$ cat src/rtl/spi_reg_host.sv
// SPI initiator for the register port of an spi_reg responder.
// Turns one parallel read/write request into one 16-bit mode-0 frame, MSB first,
// and returns the byte captured from spi_miso on reads.
module spi_reg_host #(
    parameter int ADDR_W  = 4,
    parameter int CLK_DIV = 4,
    parameter int CS_GAP  = 2
) (
    input  logic              clk,
    input  logic              rst_n,
    input  logic              req_valid,
    output logic              req_ready,
    input  logic              req_write,
    input  logic [ADDR_W-1:0] req_addr,
    input  logic [7:0]        req_wdata,
    output logic              rsp_valid,
    output logic [7:0]        rsp_rdata,
    output logic              busy,
    output logic              spi_cs_n,
    output logic              spi_clk,
    output logic              spi_mosi,
    input  logic              spi_miso
);

    localparam int GAP_CYC = CS_GAP * CLK_DIV;
    localparam int CNT_TOP = (GAP_CYC > CLK_DIV) ? GAP_CYC : CLK_DIV;
    localparam int CNT_W   = $clog2(CNT_TOP + 1);
    localparam logic [CNT_W-1:0] HALF_LAST = CNT_W'(CLK_DIV - 1);
    localparam logic [CNT_W-1:0] GAP_LAST  = CNT_W'(GAP_CYC - 1);

    typedef enum logic [2:0] {
        ST_IDLE,
        ST_SETUP,
        ST_SHIFT,
        ST_HOLD,
        ST_GAP
    } state_t;

    state_t            state;
    state_t            state_next;
    logic [CNT_W-1:0]  cnt;
    logic [4:0]        bit_cnt;
    logic [15:0]       tx_sh;
    logic [7:0]        rx_sh;
    logic              is_write;
    logic              miso_meta;
    logic              miso_sync;
    logic              half_done;
    logic              gap_done;
    logic [15:0]       frame;

    // Frame layout: command bit, zero-extended address, data byte (zero on reads)
    assign frame     = {req_write, 7'(req_addr), req_write ? req_wdata : 8'h00};
    assign half_done = (cnt == HALF_LAST);
    assign gap_done  = (cnt == GAP_LAST);
    assign req_ready = (state == ST_IDLE);
    assign busy      = ~req_ready;

    // Two-flop synchroniser for the responder's data line
    always_ff @(posedge clk or negedge rst_n) begin
        if (!rst_n) begin
            miso_meta <= 1'b0;
            miso_sync <= 1'b0;
        end else begin
            miso_meta <= spi_miso;
            miso_sync <= miso_meta;
        end
    end

    // State register
    always_ff @(posedge clk or negedge rst_n) begin
        if (!rst_n) begin
            state <= ST_IDLE;
        end else begin
            state <= state_next;
        end
    end

    // Next-state: each phase ends when the divider counter reaches its last cycle
    always_comb begin
        state_next = state;
        case (state)
            ST_IDLE:  if (req_valid) state_next = ST_SETUP;
            ST_SETUP: if (half_done) state_next = ST_SHIFT;
            ST_SHIFT: if (half_done && !spi_clk && (bit_cnt == 5'd16)) state_next = ST_HOLD;
            ST_HOLD:  if (half_done) state_next = ST_GAP;
            ST_GAP:   if (gap_done) state_next = ST_IDLE;
            default:  state_next = ST_IDLE;
        endcase
    end

    // Datapath: divider, serial clock/data generation, read capture and response
    always_ff @(posedge clk or negedge rst_n) begin
        if (!rst_n) begin
            cnt       <= '0;
            bit_cnt   <= '0;
            tx_sh     <= '0;
            rx_sh     <= '0;
            is_write  <= 1'b0;
            rsp_valid <= 1'b0;
            rsp_rdata <= '0;
            spi_cs_n  <= 1'b1;
            spi_clk   <= 1'b0;
            spi_mosi  <= 1'b0;
        end else begin
            rsp_valid <= 1'b0;

            // Divider restarts on every state entry and on every SCK phase toggle
            if ((state == ST_IDLE) || (state_next != state) ||
                ((state == ST_SHIFT) && half_done)) begin
                cnt <= '0;
            end else begin
                cnt <= cnt + CNT_W'(1);
            end

            case (state)
                ST_IDLE: begin
                    if (req_valid) begin
                        is_write <= req_write;
                        tx_sh    <= {frame[14:0], 1'b0};
                        spi_mosi <= frame[15];
                        spi_cs_n <= 1'b0;
                        bit_cnt  <= '0;
                    end
                end
                ST_SETUP: begin
                    if (half_done) spi_clk <= 1'b1;
                end
                ST_SHIFT: begin
                    if (half_done) begin
                        if (spi_clk) begin
                            // Falling edge: advance MOSI, capture data-phase bits
                            spi_clk  <= 1'b0;
                            spi_mosi <= tx_sh[15];
                            tx_sh    <= {tx_sh[14:0], 1'b0};
                            bit_cnt  <= bit_cnt + 5'd1;
                            if (bit_cnt >= 5'd8) rx_sh <= {rx_sh[6:0], miso_sync};
                        end else if (bit_cnt != 5'd16) begin
                            spi_clk <= 1'b1;
                        end
                    end
                end
                ST_HOLD: begin
                    if (half_done) begin
                        spi_cs_n  <= 1'b1;
                        spi_mosi  <= 1'b0;
                        rsp_valid <= 1'b1;
                        if (!is_write) rsp_rdata <= rx_sh;
                    end
                end
                default: ;
            endcase
        end
    end

endmodule

$ cat config.mk
export PLATFORM = sky130hd
export DESIGN_NAME = spi_reg_host
export DESIGN_NICKNAME = d
export VERILOG_FILES = /design/src/rtl/spi_reg_host.sv
export SDC_FILE = /design/constraint.sdc
export NUM_CORES = 1
export LEC_CHECK = 0
export ABC_AREA = 1
export BUFFER_PORTS_ARGS = -buffer_cell sky130_fd_sc_hd__buf_2
export CAP_MARGIN = 20
export CELL_PAD_IN_SITES_DETAIL_PLACEMENT = 1
export CELL_PAD_IN_SITES_GLOBAL_PLACEMENT = 1
export CORE_ASPECT_RATIO = 1.5
export CORE_MARGIN = 2
export CORE_UTILIZATION = 35
export DETAILED_ROUTE_END_ITERATION = 7
export PLACE_DENSITY_LB_ADDON = 0.1
export SKIP_LAST_GASP = 1
export SLEW_MARGIN = 20
export SYNTH_ARGS = -nofsm -noshare
export SYNTH_HDL_FRONTEND = slang
export SYNTH_SLANG_ARGS = --single-unit
$ cat constraint.sdc
create_clock -name clk -period 2 [get_ports clk]
set_clock_uncertainty 0.1 [all_clocks]
set_input_delay 0.4 -clock clk [delete_from_list [all_inputs] [get_ports clk]]
set_output_delay 0.4 -clock clk [all_outputs]
set_load 0.02 [all_outputs]
==> summary.txt <==
Logic synthesis
  – Post-synthesis sequential element count: 50
  – Synth Net Count: approximately 300
  – Cell taking the most area after synthesis: dfrtp_1
  – Synth Instances: around 280
  – Cell area after synthesis: around 2400 um2
  – Synth Area per Inst: about 8.5 um2
  – Synth cell types: 28
  – Sequential share of the synthesized area: a little over half
  – Synthesis Warnings: 0
  – Top-area cell type share of the netlist area: between 50% and 60%
  – Synth area leaders: dfrtp_1, nand2_1, nand3_1

Timing
  – Final setup violation count: 0
  – Rel. slew slack: 67.3%
  – Max Fclk: ~560 MHz
  – Crit share post-route: about nine tenths
  – Fin. max-slew vios: 0
  – Setup TNS: 0 ns
  – Unrepaired setup endpoints after global routing: no
  – Final min period: around 1.8 ns
  – Worst Max-Slew Pin Slew: roughly 0.48 ns
  – Hold Fails Final Rpt: 0

Drt
  – DRC violations left: 0
  – Routed Antenna Nets: 0
  – Routed via count: around 1.9k
  – Number of DRC markers in iteration 0: 52
  – Via density: roughly 4.8
  – Drt pass-1 iters: 4
  – Final wirelength: 5340 um
  – DR WL/cell: around 13 um

Global routing
  – Initial antenna violation count: 0
  – Number of global-route vias before repair: 2139
  – Gr ovfl total: 0
  – First-pass GRT wire length: about 9500 um
  – Pin count of the biggest net entering global routing: a little over 50
  – GRT Total Usage: roughly 16%

Power
  – Clock power frac: a little over a third
  – Sw Ratio: a little under a quarter
  – Leak: between 1 and 1.5 nW
  – Gate power share: 2.7%
  – Reg power frac: a little over 60%
  – Net Sw Power: around 380 uW
  – Power per cell area: between 600 and 700 nW/um2
  – Final total power: ~1.7 mW
  – Peak VDD IR: approximately 320 uV
  – Internal power: approximately 1.3 mW

Cells and area
  – Multi-input gate area: around 1000 um2
  – Share of layout cells above drive strength 1: 23.5%
  – Fillers: roughly 840
  – Most common cell after layout, fill and taps aside: nand2_1
  – Final Util: roughly two fifths
  – Synthesis-to-finish area growth: 14.0%
  – Storage cell area: 1250 um2
  – Ant. Diodes: 0
  – Nets@finish: ~340
  – Most frequent cells in the layout: nand2_1, dfrtp_1, buf_2, nand3_1, inv_1

CTS
  – Htree depth: 2
  – CTS resizes: 0
  – CTS buffer count: 5
  – Clk_lat worst skew: between 0.3 and 0.4 ns
  – Clock root buffer: clkbuf_8
  – Hold_buf cts: 1
  – Clock tree sinks: 50
  – Longest Clk Path Bufs: 2
  – CTS tree: done
  – Setup Fix Bufs, Post-CTS: 0
  – Reg clk slew, reported paths: approximately 0.10 ns

Setup path
  – Crit end category: output port
  – CP Class: flop to output port
  – Worst EP required: ~1.5 ns
  – CP startpoint kind: flop
  – Critical path arrival: ~1.3 ns
  – Critical path peak fanout: 5

Floorplan
  – Initial Util: 35.6%
  – Rows: 37
  – Die H: between 100 and 150 um
  – Ports: 31
  – Core footprint: ~6800 um2
  – Die width: about 70 um
  – Die area: ~7600 um2

Placed design
  – Hpwl dp: 3840 um
  – RD Place Congestion: 0.713
  – Port Buf Inserts: 30

Job
  – Max_cap viols: 0

Run status
  – Status: completed

Min path
  – Hold WC Path Type: input port to flop
-- logic make-up (layout without fill, tap and decap cells) --
logic type                 count (synthesis)  in the layout  share of synthesized area, %
xor gates and xnor gates                   3              3                          1.09
DFF                                       50             50                          52.1
AOI/OAI and AO/OA                         27             27                          5.78
and+or+nand+nor                          163            163                          32.0
adders and majority gates                  3              3                          1.56
buffers and inverters                     36             73                          7.44
-- critical path, cell delays in order, from the launching register on --
cell and delay, ns:
dfrtp_1 0.47, nor2_2 0.19, nand2_2 0.09, inv_2 0.07, buf_2 0.16
-- synth_stat cells, drive strengths merged --
library cell,n
nand2,103
dfrtp,49
nand3,38
inv,26
o21ai,22
nor2,16
buf,9
a21oi,5
ha,3
nand4,3
nor3,2
xnor2,2
clkbuf,1
dfstp,1
or2,1
xor2,1
-- layer usage --
metal | vias to the layer above | GRT usage (%) | part of all wire [%]
li1 | 962 | - | -
met1 | 932 | 18.7 | 44
met2 | 19 | 29.3 | 52
met3 | 6 | 2.39 | 2.4
met4 | 0 | 4.45 | 1.3
met5 | - | 0 | 0
-- stage by stage --
step | cell area (um2) | worst slack (ns) | cells | hold WS, ns
finish | 2740 | 0.223 | 397 | 0.0968
floorplan | 2400 | 0.447 | 282 | 0.00441
detailed placement | 2640 | 0.237 | 388 | 0.241
global placement | 2640 | 0.306 | 388 | 0.238
CTS | 2740 | 0.200 | 397 | 0.0792
global route | 2740 | 0.0422 | 397 | 0.0816
-- sequential cells by signal, summed over array words and instances, names as in the netlist --
| signal | count |
|---|---|
| tx_sh | 15 |
| spi_clk | 1 |
| rsp_rdata | 8 |
| is_write | 1 |
| rx_sh | 8 |
| cnt | 4 |
| miso_meta | 1 |
| spi_cs_n | 1 |
| bit_cnt | 5 |
| rsp_valid | 1 |
| spi_mosi | 1 |
| miso_sync | 1 |
| state | 3 |
-- final timing paths --
kind / start / to / slack [ns] / depth (start not counted)
max in group asynchronous: rst_n / spi_cs_n / 1.01 / 3
setup / recovery: state[1] / req_ready / 0.22 / 4
hold / removal: spi_miso / miso_meta / 0.1 / 1
min in group asynchronous: rst_n / spi_clk / 0.51 / 3
setup reg to reg: cnt[0] / cnt[3] / 0.23 / 7
hold reg to reg: miso_meta / miso_sync / 0.26 / 0
-- final cells by class --
| class | count | area share, % |
|---|---|---|
| Clock buffer | 5 | 2.51 |
| Inverter | 26 | 3.56 |
| Timing Repair Buffer | 39 | 8.49 |
| Tap cell | 78 | 3.56 |
| Sequential cell | 50 | 45.7 |
| Multi-Input combinational cell | 196 | 35.5 |
| Clock inverter | 3 | 0.685 |
-- power groups by stage --
stage               Combinational [mW]  Sequential, mW  Clock, mW
floorplan                      0.00250            1.03          0
global placement                0.0458            1.03          0
detailed placement              0.0460            1.03          0
CTS                             0.0476            1.01      0.633
global route                    0.0521            1.01      0.669
finish                          0.0447            1.01      0.599
(Power assumes the default switching activity.)
